File: src/rtl/nv_nvdla_cacc_group_ctrl.sv
// Consumer-side ping-pong controller for the two CACC register groups.
// Owns the consumer pointer, launches/retires layers and reports per-group status.
//
// state | meaning
// IDLE  | waiting for op_en of the consumer group
// RUN   | layer active on the datapath (dp_op_en high)
// GAP   | enforced dp_op_en low time after a retire
module nv_nvdla_cacc_group_ctrl #(
  parameter int RESTART_GAP = 1,
  parameter int CNT_W       = 16
) (
  input  logic             nvdla_core_clk,
  input  logic             nvdla_core_rstn,
  input  logic             producer,
  input  logic             op_en_set,
  input  logic             op_done,
  output logic             consumer,
  output logic [1:0]       status_0,
  output logic [1:0]       status_1,
  output logic             op_en_0,
  output logic             op_en_1,
  output logic             dp_op_en,
  output logic [1:0]       done_intr,
  output logic [CNT_W-1:0] done_cnt_0,
  output logic [CNT_W-1:0] done_cnt_1
);

  typedef enum logic [1:0] {
    ST_IDLE = 2'd0,
    ST_RUN  = 2'd1,
    ST_GAP  = 2'd2
  } state_t;

  localparam logic [3:0] GAP_LOAD = 4'(RESTART_GAP - 1);

  state_t     state;
  state_t     state_nxt;
  logic [3:0] gap_cnt;
  logic [3:0] gap_cnt_nxt;
  logic [1:0] op_en;
  logic [1:0] op_en_nxt;
  logic       retire;

  always_comb begin
    state_nxt   = state;
    gap_cnt_nxt = gap_cnt;
    retire      = 1'b0;
    case (state)
      ST_IDLE: begin
        if (op_en[consumer]) state_nxt = ST_RUN;
      end
      ST_RUN: begin
        if (op_done) begin
          retire      = 1'b1;
          state_nxt   = ST_GAP;
          gap_cnt_nxt = GAP_LOAD;
        end
      end
      ST_GAP: begin
        if (gap_cnt == 4'd0) state_nxt = ST_IDLE;
        else                 gap_cnt_nxt = gap_cnt - 4'd1;
      end
      default: state_nxt = ST_IDLE;
    endcase
  end

  // A set pulse into the retiring group overrides the retire clear.
  always_comb begin
    op_en_nxt = op_en;
    if (retire)    op_en_nxt[consumer] = 1'b0;
    if (op_en_set) op_en_nxt[producer] = 1'b1;
  end

  always_ff @(posedge nvdla_core_clk or negedge nvdla_core_rstn) begin
    if (!nvdla_core_rstn) begin
      state      <= ST_IDLE;
      gap_cnt    <= 4'd0;
      op_en      <= 2'b00;
      consumer   <= 1'b0;
      dp_op_en   <= 1'b0;
      done_intr  <= 2'b00;
      done_cnt_0 <= '0;
      done_cnt_1 <= '0;
    end else begin
      state     <= state_nxt;
      gap_cnt   <= gap_cnt_nxt;
      op_en     <= op_en_nxt;
      dp_op_en  <= (state_nxt == ST_RUN);
      done_intr <= 2'b00;
      if (retire) begin
        consumer <= ~consumer;
        if (consumer) begin
          done_intr  <= 2'b10;
          done_cnt_1 <= done_cnt_1 + CNT_W'(1);
        end else begin
          done_intr  <= 2'b01;
          done_cnt_0 <= done_cnt_0 + CNT_W'(1);
        end
      end
    end
  end

  assign op_en_0  = op_en[0];
  assign op_en_1  = op_en[1];
  assign status_0 = !op_en[0] ? 2'd0 : (consumer == 1'b0 ? 2'd1 : 2'd2);
  assign status_1 = !op_en[1] ? 2'd0 : (consumer == 1'b1 ? 2'd1 : 2'd2);

endmodule

File: config.mk
export PLATFORM = sky130hd
export DESIGN_NAME = nv_nvdla_cacc_group_ctrl
export DESIGN_NICKNAME = d
export VERILOG_FILES = /design/src/rtl/nv_nvdla_cacc_group_ctrl.sv
export SDC_FILE = /design/constraint.sdc
export NUM_CORES = 1
export LEC_CHECK = 0
export BUFFER_PORTS_ARGS = -buffer_cell sky130_fd_sc_hd__buf_2
export CAP_MARGIN = 5
export CORE_AREA = 2 2 92 72
export CTS_BUF_LIST = sky130_fd_sc_hd__clkbuf_8
export CTS_CLUSTER_SIZE = 10
export DETAILED_ROUTE_END_ITERATION = 16
export DIE_AREA = 0 0 94 74
export SYNTH_ARGS = -nofsm -noshare
export SYNTH_HDL_FRONTEND = slang
export SYNTH_SLANG_ARGS = --single-unit
File: constraint.sdc
create_clock -name nvdla_core_clk -period 1.4 [get_ports nvdla_core_clk]
set_input_delay 0.07 -clock nvdla_core_clk [delete_from_list [all_inputs] [get_ports nvdla_core_clk]]
set_output_delay 0.07 -clock nvdla_core_clk [all_outputs]
set_load 0.005 [all_outputs]
==> results of run 1 <==
[worst max-delay path by stage]
stage / from / to / slack (ps) / cells after the start
after floorplan: state[1] / done_cnt_0[10] / -8 / 4
after global placement: consumer / done_cnt_0[11] / -50 / 5
after detailed placement: consumer / done_cnt_0[10] / -60 / 5
after CTS: consumer / done_cnt_0[10] / -40 / 5
after global routing: consumer / done_cnt_0[10] / -150 / 5
final: consumer / done_cnt_0[11] / -40 / 5
[metal layers]
| metal | GRT usage [%] | wire [µm] |
|---|---|---|
| met1 | 19.2 | 2120 |
| met2 | 22.1 | 2250 |
| met3 | 3.44 | 180 |
| met4 | 4.35 | 92 |
| met5 | 0 | 0 |
[placed cells by master, fill, tap and decap left out, drive strengths merged]
cell	instances
a211oi	2
a22o	1
and2	2
and3	4
and4	1
buf	89
bufinv	1
clkbuf	5
clkinv	1
dfrtp	44
dlygate4sd3	2
ha	4
inv	9
mux2	2
nand2	13
nand2b	1
nand3	16
nand3b	2
nand4	5
nand4b	1
nand4bb	1
nor2	8
nor2b	4
nor3	3
nor4	5
o211a	1
o21ai	2
o21bai	1
or2	1
or2b	1
or3b	1
xnor2	22
xor2	10
[cell type report]
| class | instances | area [µm²] |
|---|---|---|
| Clock buffer | 5 | 68.8 |
| Clock inverter | 3 | 38.8 |
| Multi-Input combinational cell | 114 | 930 |
| Tap cell | 81 | 101 |
| Timing Repair Buffer | 91 | 601 |
| Inverter | 8 | 30.0 |
| Sequential cell | 44 | 1100 |
| Fill cell | 591 | 3230 |
[worst min-delay path: stages]
cell	delay (ps)
buf_2	110
inv_1	40
o21ai_0	60
[synthesized netlist by cell type (all sizes together)]
master | instances | area share, %
dfrtp | 44 | 55
xnor2 | 22 | 9.7
nand3 | 16 | 4.0
nand2 | 13 | 2.5
xor2 | 10 | 4.4
inv | 8 | 1.5
nor2 | 8 | 1.5
nand4 | 5 | 1.6
nor4 | 5 | 3.8
and3 | 4 | 1.3
ha | 4 | 2.5
nor2b | 4 | 1.3
buf | 3 | 1.2
nor3 | 3 | 0.75
a211oi | 2 | 0.75
and2 | 2 | 0.63
mux2 | 2 | 1.1
nand3b | 2 | 0.75
o21ai | 2 | 0.50
a22o | 1 | 0.44
and4 | 1 | 0.44
nand2b | 1 | 0.31
nand4b | 1 | 1.2
nand4bb | 1 | 0.57
o211a | 1 | 0.50
o21bai | 1 | 0.38
or2 | 1 | 0.31
or2b | 1 | 0.38
or3b | 1 | 0.44
[power breakdown]
part | leakage (nW) | internal, mW | switching, mW
combinational | 0.863 | 1.07 | 0.934
clock | 0.0593 | 0.523 | 0.426
sequential | 0.576 | 1.54 | 0.216
total | 1.50 | 3.14 | 1.58
[per-stage QoR]
stage	instance area [µm²]	hold WS [ps]
finish	2870	18.2
detailed placement	2580	48.2
CTS	2770	17.0
global placement	2580	49.5
global route	2870	19.7
floorplan	1990	-226
[sequential cells by signal (all words and copies together), names as in the netlist]
signal / flops
done_intr: 2
done_cnt_1: 16
consumer: 1
gap_cnt: 4
state: 2
op_en: 2
done_cnt_0: 16
dp_op_en: 1
[repair_timing]
action | in CTS | in global routing
gates resized for setup | 11 | 15
endpoints found under the hold margin | 20 | 0
pin swaps | 9 | 11
buffers inserted | 3 | 4
hold buffers | 2 | 0
setup endpoints to repair | 19 | 28
[kinds of logic (layout without fill, tap and decap cells)]
group           count (synthesis)  in the layout  share of synthesized area (%)
simple gates                   69             69                           21.7
fa+ha+maj                       4              4                           2.51
mux                             2              2                           1.13
buf+inv                        11            107                           2.70
compound gates                  7              7                           2.58
xor+xnor                       32             32                           14.1
flops                          44             44                           55.3
==> impl_metrics.yaml, run 1 <==
run_status:
  outcome: "finished with violations"
  failed_checks: "negative setup slack"
drt:
  antenna_left: 0
  wl_per_cell_um: 13.4
  via_per_inst: 4.56
  dr_total_vias: 1578
  drt_first_pass_iters: 4
  drc: 0
  wirelength_um: 4640
  first_iter_violations: 62
worst_setup_path:
  reg2reg_to: "done_cnt_0[11]"
  rrSetupSlack_ps: -40
  critPathLaunchType: "register"
  crit_chain: "nand4bb_4 > buf_6 > nor4_4 > nand4_1 > xnor2_1"
  worstPathRequired_ps: 1590
  critPathArrivalTime_ps: 1630
  r2r_cells: 5
  critPathCaptureType: "register"
  critical_path_class: "reg2reg"
  regToRegStartpoint: "consumer"
  crit_buf_inv: 1
  path_max_fanout: 5
  crit_path_top_delay_cell: "dfrtp_1"
  critPathMaxStageDelay_ps: 420
  crit_family: "simple AND/OR/NAND/NOR gates"
logic_synthesis:
  yosysSeqAreaShare_pct: 55.3
  synth_cells: 169
  synth_fp_nets: 178
  netlist-cell-type-count: 32
  netlist_area_mm2: 0.00199
  ys_seq_elements: 44
  yosys_warnings: 0
  synth_area_per_cell_um2: 11.8
sta:
  layout_setup_ws_ps: -42.1
  worst_slew_pin_slew_ps: 460
  setup_viol: 13
  final.period_utilization_pct: 103
  layout_min_cycle_time_ps: 1440
  fmax_mhz: 693
  tns_ps: -313
  hold_violations: 0
  finClkSkew_ps: 11.8
  drv_slew: 0
  rsz0062_at_grt: "true"
  slew_headroom_pct: 69.4
hold_path:
  hold_path_class: "in2reg"
  holdPathStages: 3
  hp-start: "op_en_set"
  min_to: "op_en[0]"
clock_tree:
  clkTransAtPathRegs_ps: 90
  cts_tree: "done"
  insertion_delay_ps: 300
  cts.sinks: 44
  numCtsBuffers: 5
  cts.root.buffer_cell: "clkbuf_8"
  htree_levels: 2
  clockBufferDepth: 2
place:
  numPortBuffers: 46
  post-place-ws_ps: -57.4
  finalWeightedCongestion: 0.777
  dp_hpwl_um: 3390
  dp_cells: 329
floorplanning:
  die_x_um: 94
  ios: 47
  die-area_mm2: 0.00696
  initial_core_util_pct: 32.6
  core.rowCount: 25
  coreArea_mm2: 0.00610
  die_y_um: 74
final_layout:
  diodes: 0
  stdcell_count: 346
  layout-drive-gt1-share_pct: 46.4
  synthToLayoutAreaGrowth_pct: 44.2
  finalCoreUtilization_pct: 47.1
  num-nets-final: 273
pwr:
  power_density_mw_per_mm2: 1640
  ir_drop_mv: 0.778
  p_leak_nw: 1.50
  finalPower_mw: 4.71
global_routing:
  antenna_found_initial: 0
  grt_pass1_vias: 1572
  grtUsageTotal_pct: 13.9
  grt_max_degree: 27
  gr-total-overflow: 0
  grt_pass1_wl_um: 7510
flow_run:
  drv_cap: 0
No activity file was read; power rests on OpenSTA's default activity.
==> inputs of run 2 (changes only) <==
CORE_AREA = 2 2 91 71   (was 2 2 92 72)
CTS_CLUSTER_SIZE = unset   (was 10)
DIE_AREA = 0 0 93 73   (was 0 0 94 74)
==> run 2 against run 1 <==
Effect of this change: the run still ends with negative setup slack left; worst hold slack better by 4.5 ps; die area down 2.4%; power down 5.8%; via count down 2.9%; count of clock-buffer cells in the layout up 1; global-route usage down 1.2 points; largest power group unchanged; highest routed layer unchanged.
==> impl_metrics.yaml, run 2 (synthesis gave the netlist of run 1 again) <==
run_status:
  outcome: "finished with violations"
  failed_checks: "negative setup slack"
place:
  finalWeightedCongestion: 0.819
  dp_hpwl_um: 3250
  placed_area_mm2: 0.00257
  numPortBuffers: 46
final_layout:
  multi_input_area_um2: 906
  finalCoreUtilization_pct: 46.8
  layout-drive-gt1-share_pct: 44.5
  final_common_cell: "buf_2"
  num-nets-final: 271
  synthToLayoutAreaGrowth_pct: 41.2
  nFillCells: 587
  postLayoutCellArea_mm2: 0.00281
  regArea_mm2: 0.00110
  reg_top3: "done_cnt_0: 16 flops, done_cnt_1: 16 flops, gap_cnt: 4 flops"
  diodes: 0
  layout_common_cells: "46 x buf_2, 43 x dfrtp_1, 38 x buf_4, 22 x xnor2_1, 14 x nand3_1"
worst_setup_path:
  path_max_fanout: 4
  critPathArrivalTime_ps: 1630
  setup.worst_path.end: "done_cnt_0[4]"
  critPathCaptureType: "register"
  critical_path_class: "reg2reg"
  cp-startpoint: "state[1]"
  r2r_cells: 6
  worstPathRequired_ps: 1590
  critPathLaunchType: "register"
  regToRegStartpoint: "state[1]"
  rrSetupSlack_ps: -40
  reg2reg_to: "done_cnt_0[4]"
sta:
  hold_violations: 0
  worst_slew_pin_slew_ps: 405
  setup_viol: 8
  layout_min_cycle_time_ps: 1440
  finClkSkew_ps: 5.20
  drv_slew: 0
  final.period_utilization_pct: 103
  rsz0062_at_grt: "true"
  fmax_mhz: 694
  slew_headroom_pct: 73.0
  layout_setup_ws_ps: -40.2
floorplanning:
  coreArea_mm2: 0.00601
  initial_core_util_pct: 33.1
  ios: 47
  die-area_mm2: 0.00679
  die_x_um: 93
  die_y_um: 73
  core.rowCount: 25
global_routing:
  grt_pass1_wl_um: 6660
  gr-total-overflow: 0
  grt_max_degree: 30
  grtUsageTotal_pct: 12.8
  antenna_found_initial: 0
  grt_pass1_vias: 1424
clock_tree:
  clockBufferDepth: 2
  insertion_delay_ps: 300
  cts_tree: "done"
  cts.root.buffer_cell: "clkbuf_8"
  htree_levels: 2
  clkTransAtPathRegs_ps: 80
  numCtsBuffers: 5
  cts.sinks: 44
pwr:
  ir_drop_mv: 0.779
  power_density_mw_per_mm2: 1580
  p_leak_nw: 1.49
  finalPower_mw: 4.44
drt:
  drc: 0
  dr_total_vias: 1532
  first_iter_violations: 74
  drt_first_pass_iters: 4
  wl_per_cell_um: 12.3
  antenna_left: 0
  wirelength_um: 4230
  via_per_inst: 4.45
hold_path:
  hold_path_class: "in2reg"
flow_run:
  drv_cap: 0
[run 2: cell count changes in the layout (fill, tap and decap cells not counted), sizes merged]
cell / change
buf: -2
bufinv: -1
clkbuf: +1
clkinvlp: +1
clkinv: -1
[run 2: repair_timing]
| item | 4_1_cts | 5_1_grt |
|---|---|---|
| gates resized for setup | 4 | 16 |
| buffers inserted | 3 | 4 |
| setup endpoints to repair | 13 | 29 |
| pin swaps | 9 | 11 |
| hold buffers | 2 | 0 |
| hold endpoints to repair | 16 | 0 |
[run 2: layer usage]
layer / routed length [µm] / track usage, % / share of wire, %
met5: 0 / 0 / 0
met4: 65 / 5.88 / 1.5
met3: 239 / 3.41 / 5.7
met2: 1740 / 18.2 / 41
met1: 2190 / 18.2 / 52
[run 2: how the worst min path moves through the flow]
stage                                from             to  cells past startpoint
final                           op_en_set       op_en[0]                      3
after CTS                       op_en_set       op_en[0]                      3
after detailed placement  nvdla_core_rstn  done_cnt_0[5]                      1
after global placement    nvdla_core_rstn  done_cnt_0[5]                      1
after global routing            op_en_set       op_en[1]                      2
after floorplan           nvdla_core_rstn       consumer                      0
[run 2: power by group]
part	switching [mW]	internal [mW]	leakage [nW]	total (mW)
clock	0.431	0.394	0.0486	0.825
sequential	0.204	1.54	0.576	1.74
combinational	0.848	1.02	0.861	1.87
total	1.48	2.96	1.49	4.44
[run 2: stage by stage]
| stage | setup TNS (ps) | cells | worst slack, ps | hold slack (ps) |
|---|---|---|---|---|
| floorplan | -8.30 | 169 | -8.30 | -226 |
| global placement | -92.9 | 327 | -27.3 | 20.1 |
| detailed placement | -27.6 | 327 | -13.1 | 22.9 |
| CTS | -55.7 | 340 | -13.1 | 8.81 |
| global route | -2000 | 344 | -141 | 21.7 |
| finish | -120 | 344 | -40.2 | 22.7 |
[run 2: final cells by class]
class / count / share of cell area (%)
flip-flops and latches: 44 / 39.2
multi-input cells: 114 / 32.2
repair buffers: 89 / 20.6
well taps: 81 / 3.60
clock buffers: 6 / 2.94
inverters: 8 / 1.07
clock inverters: 2 / 0.401
[run 2: critical path: stages (launching register included)]
cell and delay (ps):
dfrtp_1 410, buf_6 120, or2b_1 290, nor2_1 120
buf_4 140, nand4_1 100, xnor2_1 140
==> inputs of run 3 (changes only) <==
SETUP_SLACK_MARGIN = 0.5   (was unset)
clock period = 1.2 ns   (was 1.4 ns; I/O delays follow)
==> run 3 against run 2 <==
Effect of this change: worst setup slack got worse by 190 ps; clock skew rose by 4.3 ps; sequential share of layout area fell by 8.2 points; the flow still finishes with violations (negative setup slack); routed wire length rose by 20%; via count rose by 13%; register-to-register slack got worse by 190 ps; core utilization rose by 13 points; die area did not move; power rose by 43%; critical path depth did not move; final cell count rose by 14%; cell area rose by 27%.
==> impl_metrics.yaml, run 3 (synthesis gave the netlist of run 1 again) <==
hold_path:
  hp-start: "op_en_set"
  hold_path_class: "in2reg"
sta:
  final.period_utilization_pct: 120
  drv_slew: 0
  fmax_mhz: 697
  setup_viol: 43
  finClkSkew_ps: 9.52
  hold_violations: 0
  rsz0062_at_grt: "true"
  slew_headroom_pct: 78.9
  fin_hold_ws_ps: 24.9
  layout_min_cycle_time_ps: 1430
  worst_slew_pin_slew_ps: 314
  layout_setup_ws_ps: -235
pwr:
  swShare_pct: 32.9
  p_leak_nw: 1.80
  p_seq_share_pct: 32.7
  ir_drop_mv: 1.28
  combPwrFrac_pct: 51.7
  p_int_mw: 4.27
  power.clock.fraction_pct: 15.7
  power_density_mw_per_mm2: 1790
  switching_power_mw: 2.09
clock_tree:
  insertion_delay_ps: 300
  clockBufferDepth: 2
  numCtsBuffers: 5
  cts.sinks: 44
  cts_tree: "done"
  cts.root.buffer_cell: "clkbuf_8"
  clkTransAtPathRegs_ps: 90
  htree_levels: 2
floorplanning:
  die_y_um: 73
  initial_core_util_pct: 33.1
  die-area_mm2: 0.00679
  core.rowCount: 25
  die_x_um: 93
  coreArea_mm2: 0.00601
  ios: 47
final_layout:
  num-nets-final: 319
  layout_common_cells: "55 x buf_4, 54 x buf_6, 42 x dfrtp_1, 24 x buf_2, 22 x xnor2_1"
  final_common_cell: "buf_4"
  reg_top3: "done_cnt_0: 16 flops, done_cnt_1: 16 flops, gap_cnt: 4 flops"
  multi_input_area_mm2: 0.00104
  regArea_mm2: 0.00110
  diodes: 0
  finalCoreUtilization_pct: 59.4
  synthToLayoutAreaGrowth_pct: 79.1
  layout-drive-gt1-share_pct: 60.5
  nFillCells: 500
worst_setup_path:
  path_max_fanout: 4
  critical_path_class: "reg2reg"
  critPathMaxStageDelay_ps: 410
  critPathCaptureType: "register"
  critPathArrivalTime_ps: 1650
  crit_path_top_delay_cell: "or3b_4"
  crit_chain: "inv_2 > ha_4 > or3b_4 > nand2_4 > o211a_1 > o21bai_1"
  cp-startpoint: "gap_cnt[0]"
  critPathLaunchType: "register"
  crit_family: "simple AND/OR/NAND/NOR gates"
  regToRegStartpoint: "gap_cnt[0]"
  crit_buf_inv: 1
  worstPathRequired_ps: 1420
drt:
  wirelength_um: 5060
  drt_first_pass_iters: 4
  first_iter_violations: 53
  wl_per_cell_um: 12.9
  via_per_inst: 4.42
  dr_total_vias: 1732
  antenna_left: 0
  drc: 0
place:
  dp_hpwl_um: 3270
  finalWeightedCongestion: 0.802
  numPortBuffers: 46
flow_run:
  drv_cap: 0
run_status:
  outcome: "finished with violations"
  failed_checks: "negative setup slack"
global_routing:
  grt_max_degree: 45
  gr-total-overflow: 0
  grt_pass1_vias: 1633
  antenna_found_initial: 0
  grtUsageTotal_pct: 15.3
  grt_pass1_wl_um: 8000
## run 3: cell types whose count changed in the layout (fill, tap and decap cells not counted), moves of 3 or more
cell     previous run  this run
inv_1               7         4
nor2_2              3         0
nand3_2             2         7
buf_4              38        55
buf_6               2        54
nor2_4              0         6
buf_2              46        24
nor2_1              5         2
nand3_1            14         9
## run 3: final timing paths
check,endpoint,slack [ps],cells after the start
max,gap_cnt[1],-230,6
min in group asynchronous,done_cnt_0[4],260,3
min,op_en[1],20,2
max in group asynchronous,op_en[0],700,3
max reg2reg,gap_cnt[1],-230,6
min reg2reg,done_cnt_0[11],490,1
## run 3: layout make-up
cell class | instances | area share, %
Multi-Input combinational cell | 114 | 29.2
Sequential cell | 44 | 31.0
Tap cell | 81 | 2.84
Clock buffer | 6 | 2.32
Clock inverter | 2 | 0.421
Inverter | 8 | 0.842
Timing Repair Buffer | 137 | 33.4
## run 3: metal layers
layer	vias up	wire length, µm	GRT usage (%)
li1	862	-	-
met1	832	2440	21.5
met2	34	2400	24.0
met3	4	183	3.72
met4	0	33	3.92
met5	-	0	0
## run 3: power by group through the flow
stage          combinational [mW]  sequential (mW)  clock (mW)
2_1_floorplan                1.14             2.11           0
6_report                     3.29             2.08       0.997
4_1_cts                      2.79             2.07        1.02
5_1_grt                      3.55             2.13        1.09
3_5_place_dp                 2.32             2.07           0
3_3_place_gp                 2.29             2.06           0
## run 3: timing repair
item                                    CTS  global route
gates cloned                              0             0
hold endpoints to repair                 46             0
hold buffers                              3             0
endpoints found under the setup margin   86            86
setup buffers                            17            19
pin swaps                                12            24
gates resized for setup                  61            28
## run 3: worst reg2reg max path, cell delays in order (launching register included)
cell and delay [ps]:
dfrtp_1 390, inv_2 80, ha_4 120, or3b_4 410, nand2_4 110, o211a_1 130, o21bai_1 110
## run 3: through the flow
step / std cells / setup WS [ps] / instance area, µm² / setup TNS (ps) / power (mW)
floorplan: 169 / -207 / 2070 / -2550 / 3.25
global placement: 345 / -228 / 2770 / -5150 / 4.36
detailed placement: 345 / -236 / 2770 / -5710 / 4.39
CTS: 373 / -198 / 3310 / -5310 / 5.88
global route: 392 / -322 / 3560 / -9330 / 6.77
finish: 392 / -235 / 3560 / -6210 / 6.37
